### src/rtl/bp_pkg.sv
// Shared helpers for the branch predictor: geometry functions, direction counter
// constants and bit offsets of a packed BTB entry {valid, tag, is_jump, target, ctr}.
package bp_pkg;

  localparam int CTR_W_MAX = 8;

  function automatic int idx_w(input int entries);
    return $clog2(entries);
  endfunction

  function automatic int tag_w(input int xlen, input int entries);
    return xlen - $clog2(entries) - 2;
  endfunction

  // Weakly taken: MSB set, rest clear. Weakly not-taken is one below it.
  function automatic logic [CTR_W_MAX-1:0] ctr_wt(input int w);
    return CTR_W_MAX'(1) << (w - 1);
  endfunction

  function automatic logic [CTR_W_MAX-1:0] ctr_wnt(input int w);
    return ctr_wt(w) - CTR_W_MAX'(1);
  endfunction

  function automatic int ent_tgt_lsb(input int ctr_w);
    return ctr_w;
  endfunction

  function automatic int ent_jmp_pos(input int xlen, input int ctr_w);
    return ctr_w + xlen;
  endfunction

  function automatic int ent_tag_lsb(input int xlen, input int ctr_w);
    return ctr_w + xlen + 1;
  endfunction

  function automatic int ent_vld_pos(input int xlen, input int entries, input int ctr_w);
    return ent_tag_lsb(xlen, ctr_w) + tag_w(xlen, entries);
  endfunction

  function automatic int ent_w(input int xlen, input int entries, input int ctr_w);
    return ent_vld_pos(xlen, entries, ctr_w) + 1;
  endfunction

endpackage

### src/rtl/sat_counter.sv
// Saturating up/down counter with synchronous load; load wins over inc/dec.
module sat_counter #(
  parameter int           W       = 2,
  parameter logic [W-1:0] RST_VAL = '0
) (
  input  logic         clk_i,
  input  logic         rst_n_i,
  input  logic         load_i,
  input  logic [W-1:0] load_val_i,
  input  logic         inc_i,
  input  logic         dec_i,
  output logic [W-1:0] cnt_o
);

  logic [W-1:0] cnt_q;
  logic [W-1:0] cnt_d;

  always_comb begin
    cnt_d = cnt_q;
    if (load_i) begin
      cnt_d = load_val_i;
    end else if (inc_i && (cnt_q != {W{1'b1}})) begin
      cnt_d = cnt_q + W'(1);
    end else if (dec_i && (cnt_q != '0)) begin
      cnt_d = cnt_q - W'(1);
    end
  end

  always_ff @(posedge clk_i or negedge rst_n_i) begin
    if (!rst_n_i) begin
      cnt_q <= RST_VAL;
    end else begin
      cnt_q <= cnt_d;
    end
  end

  assign cnt_o = cnt_q;

endmodule

### src/rtl/branch_predictor.sv
// Direct-mapped BTB with per-entry direction counters: combinational lookup for IF,
// resolve/update and mispredict redirect from MEM, plus saturating statistics.
module branch_predictor
  import bp_pkg::*;
#(
  parameter int XLEN    = 32,
  parameter int ENTRIES = 16,
  parameter int CTR_W   = 2,
  parameter int CNT_W   = 16
) (
  input  logic             clk,
  input  logic             rst_n,
  input  logic [XLEN-1:0]  lk_pc,
  output logic             lk_hit,
  output logic             lk_taken,
  output logic [XLEN-1:0]  lk_target,
  input  logic             rs_valid,
  input  logic [XLEN-1:0]  rs_pc,
  input  logic             rs_is_jump,
  input  logic             rs_taken,
  input  logic [XLEN-1:0]  rs_target,
  input  logic             rs_pred_taken,
  input  logic [XLEN-1:0]  rs_pred_target,
  output logic             mispredict,
  output logic [XLEN-1:0]  redirect_pc,
  input  logic             stat_clr,
  output logic [CNT_W-1:0] stat_branches,
  output logic [CNT_W-1:0] stat_mispred
);

  localparam int IDX_W   = idx_w(ENTRIES);
  localparam int TAG_W   = tag_w(XLEN, ENTRIES);
  localparam int TGT_LSB = ent_tgt_lsb(CTR_W);
  localparam int JMP_POS = ent_jmp_pos(XLEN, CTR_W);
  localparam int TAG_LSB = ent_tag_lsb(XLEN, CTR_W);
  localparam int VLD_POS = ent_vld_pos(XLEN, ENTRIES, CTR_W);
  localparam int ENT_W   = ent_w(XLEN, ENTRIES, CTR_W);
  localparam logic [CTR_W-1:0] WT  = CTR_W'(ctr_wt(CTR_W));
  localparam logic [CTR_W-1:0] WNT = CTR_W'(ctr_wnt(CTR_W));

  logic [ENTRIES-1:0] vld_q;
  logic [TAG_W-1:0]   tag_q [ENTRIES];
  logic [ENTRIES-1:0] jmp_q;
  logic [XLEN-1:0]    tgt_q [ENTRIES];
  logic [CTR_W-1:0]   ctr   [ENTRIES];

  logic [IDX_W-1:0] lk_idx;
  logic [TAG_W-1:0] lk_tag;
  logic [ENT_W-1:0] lk_ent;

  assign lk_idx = lk_pc[IDX_W+1:2];
  assign lk_tag = lk_pc[XLEN-1:IDX_W+2];
  assign lk_ent = {vld_q[lk_idx], tag_q[lk_idx], jmp_q[lk_idx], tgt_q[lk_idx], ctr[lk_idx]};

  assign lk_hit    = lk_ent[VLD_POS] && (lk_ent[TAG_LSB +: TAG_W] == lk_tag);
  assign lk_taken  = lk_hit && (lk_ent[JMP_POS] || lk_ent[CTR_W-1]);
  assign lk_target = lk_hit ? lk_ent[TGT_LSB +: XLEN] : '0;

  logic [IDX_W-1:0] rs_idx;
  logic [TAG_W-1:0] rs_tag;
  logic             rs_hit;
  logic             alloc;

  assign rs_idx = rs_pc[IDX_W+1:2];
  assign rs_tag = rs_pc[XLEN-1:IDX_W+2];
  assign rs_hit = vld_q[rs_idx] && (tag_q[rs_idx] == rs_tag);
  assign alloc  = rs_valid && !rs_hit && rs_taken;

  assign mispredict  = rs_valid && ((rs_pred_taken != rs_taken) ||
                                    (rs_taken && (rs_pred_target != rs_target)));
  assign redirect_pc = rs_taken ? rs_target : rs_pc + XLEN'(4);

  // A taken resolve always writes target/kind; a miss additionally claims the slot.
  always_ff @(posedge clk or negedge rst_n) begin
    if (!rst_n) begin
      vld_q <= '0;
      jmp_q <= '0;
      for (int e = 0; e < ENTRIES; e++) begin
        tag_q[e] <= '0;
        tgt_q[e] <= '0;
      end
    end else if (rs_valid && rs_taken) begin
      tgt_q[rs_idx] <= rs_target;
      jmp_q[rs_idx] <= rs_is_jump;
      if (!rs_hit) begin
        vld_q[rs_idx] <= 1'b1;
        tag_q[rs_idx] <= rs_tag;
      end
    end
  end

  for (genvar e = 0; e < ENTRIES; e++) begin : g_ctr
    logic sel;
    assign sel = rs_valid && (rs_idx == IDX_W'(e));

    sat_counter #(
      .W       (CTR_W),
      .RST_VAL (WNT)
    ) u_ctr (
      .clk_i      (clk),
      .rst_n_i    (rst_n),
      .load_i     (sel && alloc),
      .load_val_i (WT),
      .inc_i      (sel && rs_hit && rs_taken),
      .dec_i      (sel && rs_hit && !rs_taken),
      .cnt_o      (ctr[e])
    );
  end

  logic [CNT_W-1:0] br_q, br_d;
  logic [CNT_W-1:0] mp_q, mp_d;

  always_comb begin
    br_d = br_q;
    mp_d = mp_q;
    if (stat_clr) begin
      br_d = '0;
      mp_d = '0;
    end else begin
      if (rs_valid && (br_q != {CNT_W{1'b1}})) br_d = br_q + CNT_W'(1);
      if (mispredict && (mp_q != {CNT_W{1'b1}})) mp_d = mp_q + CNT_W'(1);
    end
  end

  always_ff @(posedge clk or negedge rst_n) begin
    if (!rst_n) begin
      br_q <= '0;
      mp_q <= '0;
    end else begin
      br_q <= br_d;
      mp_q <= mp_d;
    end
  end

  assign stat_branches = br_q;
  assign stat_mispred  = mp_q;

  // Fetch PC alignment bits and the low counter bits of the read view carry no meaning here.
  logic unused_ok;
  assign unused_ok = ^{lk_pc[1:0], lk_ent};

endmodule
### config.mk
export PLATFORM = sky130hd
export DESIGN_NAME = branch_predictor
export DESIGN_NICKNAME = d
export VERILOG_FILES = /design/src/rtl/bp_pkg.sv /design/src/rtl/sat_counter.sv /design/src/rtl/branch_predictor.sv
export SDC_FILE = /design/constraint.sdc
export NUM_CORES = 2
export LEC_CHECK = 0
export BUFFER_PORTS_ARGS = -buffer_cell sky130_fd_sc_hd__buf_4
export CORE_ASPECT_RATIO = 0.6
export CORE_MARGIN = 3
export CORE_UTILIZATION = 67
export CTS_CLUSTER_SIZE = 8
export DETAILED_ROUTE_END_ITERATION = 8
export GPL_ROUTABILITY_DRIVEN = 0
export PLACE_DENSITY = 0.86
export SLEW_MARGIN = 40
export SYNTH_ARGS = -nofsm -noshare
export SYNTH_HDL_FRONTEND = slang
export SYNTH_SLANG_ARGS = --single-unit
### constraint.sdc
create_clock -name clk -period 8.6 [get_ports clk]
set_input_delay 1.72 -clock clk [delete_from_list [all_inputs] [get_ports clk]]
set_output_delay 1.72 -clock clk [all_outputs]
set_load 0.01 [all_outputs]
# Yosys cells after proc, flatten, opt, wreduce, memory -nomap -nowiden
# Index checks and enable logic that the tools add are counted.
[op_classes]
n_eq_ne = 37
n_mux = 81
n_addsub = 35
bitwise_logic = 4
magnitude_cmp = 6
reduce_logical = 164
[op_table]
columns = ["operator", "count"]
rows = [
  ["$bwmux W512", 1],
  ["$bwmux W416", 1],
  ["$bmux W26 S4", 2],
  ["$mux W32", 5],
  ["$mux W26", 5],
  ["$bmux W32 S4", 1],
  ["$demux W32 S4", 1],
  ["$logic_and A1 B1 Y1", 124],
  ["$demux W26 S4", 1],
  ["$mux W2", 50],
  ["$mux W16", 4],
  ["$eq A26 B26 Y1", 2],
  ["$reduce_bool A3 Y1", 16],
  ["$reduce_bool A2 Y1", 18],
  ["$add A16 B1 Y16 const B", 2],
  ["$add A2 B1 Y2 const B", 16],
  ["$add A32 B3 Y32 const B", 1],
  ["$eq A4 B4 Y1 const B", 8],
  ["$ne A16 B16 Y1 const B", 2],
  ["$ne A2 B2 Y1 const B", 16],
  ["$ne A32 B32 Y1", 1],
  ["$sub A2 B1 Y2 const B", 16],
  ["$bwmux W16", 1],
  ["$eq A4 B3 Y1 const B", 4],
  ["other kinds (18)", 29],
]
[word_totals]
reg_bits = 1024
out_inout_bits = 99
input_bits = 135

# Depth between registers and ports, before layout
[depth]
depth_word = 12
depth_mapped = 17

# Cells and area by module
# Synthesis repeated with hierarchy kept, for this count alone.
[hier_totals]
cells_unflattened = 3641
area_unflattened_um2 = 52225.1
[by_module_without_submodules]
columns = ["module", "cells_per_inst", "area_per_inst_um2", "instances", "seq_area_each_um2"]
rows = [
  ["branch_predictor", 3449, 50323.3, 1, 24823.8],
  ["sat_counter", 12, 118.9, 16, 51.3],
]

# Worst setup path before layout
# Ideal clock, no wire load.
[synth_path]
path_type = "in2out"
startpoint = "input lk_pc[2]"
endpoint = "output lk_target[10]"
n_path_buf = 4
arrival_ps = 4831
cell_stages = 10
setup_slack_ps = 2049
path_cell_list = "clkbuf_1 > buf_1 > buf_2 > mux4_2 > mux4_2 > xor2_1 > nor4_1 > nand4_1 > clkbuf_1 > nor2b_1"
[synth_between]
elab_chain_len = 7
word_cells_on_any_way = 12
[synth_rtl]
columns = ["item", "line_no", "rtl"]
rows = [
  ["start: declaration", "branch_predictor.sv:13", "input logic [XLEN-1:0] lk_pc,"],
  ["$not A4 Y5 (not written as such)", "branch_predictor.sv:53", "assign lk_ent = {vld_q[lk_idx], tag_q[lk_idx], jmp_q[lk_idx], tgt_q[lk_idx], ctr[lk_idx]};"],
  ["$bmux W26 S4", "branch_predictor.sv:53", ""],
  ["$mux W26 (not written as such) (2 in series)", "branch_predictor.sv:53", ""],
  ["$eq A26 B26 Y1", "branch_predictor.sv:55", "assign lk_hit = lk_ent[VLD_POS] && (lk_ent[TAG_LSB +: TAG_W] == lk_tag);"],
  ["$logic_and A1 B1 Y1", "branch_predictor.sv:55", ""],
  ["$mux W32 (*)", "branch_predictor.sv:57", "assign lk_target = lk_hit ? lk_ent[TGT_LSB +: XLEN] : '0;"],
  ["end: declaration", "branch_predictor.sv:16", "output logic [XLEN-1:0] lk_target,"],
]
# Mark *: on every way between the ends. The rest lies on a longest branch, timed or not. The select of a mux whose other input is x is not followed.

# Worst setup path in the final report
[layout_path]
startpoint = "input rs_pc[5]"
endpoint = "output redirect_pc[31]"
[layout_between]
elab_chain_len = 2
[layout_rtl]
columns = ["item", "line_no", "rtl"]
rows = [
  ["start: declaration", "branch_predictor.sv:18", "input logic [XLEN-1:0] rs_pc,"],
  ["$add A32 B3 Y32", "branch_predictor.sv:71", "assign redirect_pc = rs_taken ? rs_target : rs_pc + XLEN'(4);"],
  ["$mux W32", "branch_predictor.sv:71", ""],
  ["end: declaration", "branch_predictor.sv:25", "output logic [XLEN-1:0] redirect_pc,"],
]
# No other way between the ends.

==> metrics.log <==
INFO  metric result_of_the_run = finished clean
INFO  metric power_density = 238.7 nW/um2
INFO  metric area_taken_by_multi_input_logic_gates = 26170 um2
INFO  metric die_extent_in_y = 225.1 um
INFO  metric cts.repair.resized = 0
INFO  metric synth.lib_cells_used.distinct = 73
INFO  metric drtPass1Iterations = 6
INFO  metric postSynthCellCount = 3663
INFO  metric postRouteWirelength = 156900 um
INFO  metric clkSlewWorstSetupHoldPaths = 0.05 ns
INFO  metric fp.dieArea = 83530 um2
INFO  metric antenna_left = 0
INFO  metric post_cts.repair.setup_buffers = 0
INFO  metric clock.fmax = 132.3 MHz
INFO  metric mostFrequentLayoutCell = dfrtp_1
INFO  metric hold-worst-slack = 0.4966 ns
INFO  metric layout.nets = 3908
INFO  metric insertion_delay = 0.76 ns
INFO  metric vias_per_cell = 7.280
INFO  metric cts-root-buf = clkbuf_16
INFO  metric cts_sinks = 1024
INFO  metric ir_worst_vdd = 0.0001942 V
INFO  metric layout_min_cycle_time = 7.559 ns
INFO  metric cts_inserted_buffers = 145
INFO  metric setup.worst_path.class = in2out
INFO  metric cap_viol_max_count = 0
INFO  metric place_inst = 4671
INFO  metric grt_start_max_net_pins = 153
INFO  metric grt_usage = 0.3822
INFO  metric dp_hpwl = 94680 um
INFO  metric finalClockSkew = 0.04058 ns
INFO  metric crit_fanout = 39
INFO  metric core_area = 78380 um2
INFO  metric start_util = 0.6838
INFO  metric worst_slack = 1.041 ns
INFO  metric cts_buffer_depth = 3
INFO  metric areaGrowthSynthToFinish = 11.61%
INFO  metric netlist.top_cell.by_area = dfrtp_1
INFO  metric grt_antenna_before_repair = 11
INFO  metric cts_hold_buf = 0
INFO  metric synth_nets = 3804
INFO  metric worst_setup_path_start_kind = primary input
INFO  metric worst_slew_pin_slew = 0.9231 ns
INFO  metric detailedRoute.firstIterationViolations = 5038
INFO  metric post_synth.cell_area_avg = 14.63 um2
INFO  metric mappedNetlistArea = 53600 um2
INFO  metric route.detailed.wl_per_inst = 32.21 um
INFO  metric die_x = 371.1 um
INFO  metric dpl_worst_slack = 1.136 ns
INFO  metric placementRows = 79
INFO  metric remaining_drc_errors = 0
INFO  metric yosys_warnings = 0
INFO  metric postSynth.asyncResetShare = 1.000
INFO  metric grt_pass1_wl = 235100 um
INFO  metric leakagePower = 26.21 nW
INFO  metric final_core_util = 0.7632
INFO  metric layout_worst_path_cycle_share = 0.8790
INFO  metric reg2reg_slack = 3.99 ns
INFO  metric num-fill-cells = 4335
INFO  metric io_buffer_count = 231
INFO  metric timing.hold.worst_path_depth = 1
INFO  metric critPathCaptureType = output port
INFO  metric netlist_top_cells_area = dfrtp_1, mux2_2, mux4_2
INFO  metric tritoncts = done
INFO  metric hp_class = reg2reg
INFO  metric first_global_vias = 36250
INFO  metric finalHoldViolations = 0
INFO  metric layoutNonFillerInstCount = 4869
INFO  metric seqCellArea = 25640 um2
INFO  metric synth-seq-cells = 1024
INFO  metric via_count = 35450
INFO  metric global_route.overflow_total = 0
INFO  metric cp_data_required_time = 6.88 ns
INFO  metric setup_tns = 0 ns
INFO  metric synth.yosys.seq_area_share = 0.4785
INFO  metric share_of_final_layout_standard_cells_stronger_than_drive_strength_1 = 0.4933
INFO  metric critPathArrivalTime = 5.84 ns
INFO  metric synth_edf_count = 0
INFO  metric synth_top_area_share = 0.4706
INFO  metric final_max_slew_viol_count = 0
INFO  metric setup_viol = 0
INFO  metric cts_htree_levels = 4
INFO  metric post-layout-total-power = 14.28 mW
INFO  metric postSynth.topFlopCell = dfrtp_1
INFO  metric most-common-layout-cells = dfrtp_1, mux2_2, mux4_2
INFO  metric timing.slew.headroom = 0.3818
INFO  metric dpl-instance-area = 55800 um2
INFO  metric timing.reg2reg.worst_path_depth = 11
INFO  metric grt_setup_unrepaired = false
INFO  metric layout.cell_area.non_filler = 59820 um2
INFO  metric floorplan.io_pins = 234
critical path, stage by stage:
cell	delay [ns]
buf_4	0.50
nand2_1	0.40
nor4_1	0.65
nor2b_1	0.80
nand2_1	0.23
nor2_1	0.26
nand3_1	0.30
xor2_1	0.24
o21ai_1	0.50
buf_4	0.23
path summary, 6_finish.rpt:
check / startpoint / endpoint
worst max-delay path: rs_pc[5] / redirect_pc[31]
worst min-delay path: tgt_q[328] / tgt_q[328]
worst max register to register: tag_q[175] / tag_q[394]
worst min register to register: tgt_q[328] / tgt_q[328]
max in group asynchronous: rst_n / tgt_q[104]
min in group asynchronous: rst_n / tag_q[252]
state kept, by name, summed over array words and instances (netlist names):
register / count
tgt_q: 512
tag_q: 416
g_ctr.u_ctr.cnt_o: 32
jmp_q: 16
stat_branches: 16
stat_mispred: 16
vld_q: 16
cell families after synthesis:
family	after synthesis	share of synthesized area
DFF	1024	0.4785
AOI/OAI and AO/OA	265	0.03434
xor gates and xnor gates	135	0.02206
adders and majority gates	6	0.001401
muxes	1395	0.3862
buffers and inverters	389	0.03581
and+or+nand+nor	449	0.04174
cell usage after synthesis, types with 9 or more instances:
cell type  number
buf_6          21
mux4_2        380
nor2_1        110
buf_4          11
or3_1          11
xor2_1         70
nor4_1         14
o31ai_1        16
dfrtp_1      1008
xnor2_1        65
mux2_4        171
inv_1          23
a211oi_1       12
a22oi_1        23
o21ai_0        52
o22ai_1        34
nand4b_1       17
mux4_1          9
nand2_1        95
a21oi_1        31
clkbuf_1      228
mux2i_1        55
buf_8          18
buf_1          51
buf_2          33
nor2b_1        45
or2_2          11
a21o_1         16
nand4_1        20
nand3_1        60
mux2_2        780
o211ai_1       21
o21ba_1         9
nor3_1         40
dfstp_2        16
power breakdown:
group	switching, mW	internal (mW)	total, mW
clock network	2.11	3.05	5.15
registers	0.637	5.72	6.36
logic	1.15	1.62	2.77
total	3.89	10.4	14.3
cell type report:
cell class,instances,share of cell area
multi-input cells,2250,0.4374
inverters,26,0.001631
flip-flops and latches,1024,0.4287
clock inverters,11,0.002719
well taps,1053,0.02202
clock buffers,180,0.06321
repair buffers,320,0.04407
diodes,5,0.0002092
routing by layer:
metal | wire [um] | vias up | track usage
met3 | 21190 | 477 | 0.1486
met4 | 6053 | 8 | 0.1590
met1 | 61190 | 18510 | 0.5419
met5 | 48 | - | 0
li1 | - | 13950 | -
met2 | 68380 | 2505 | 0.5340
Power figures use the tool's default switching activity.
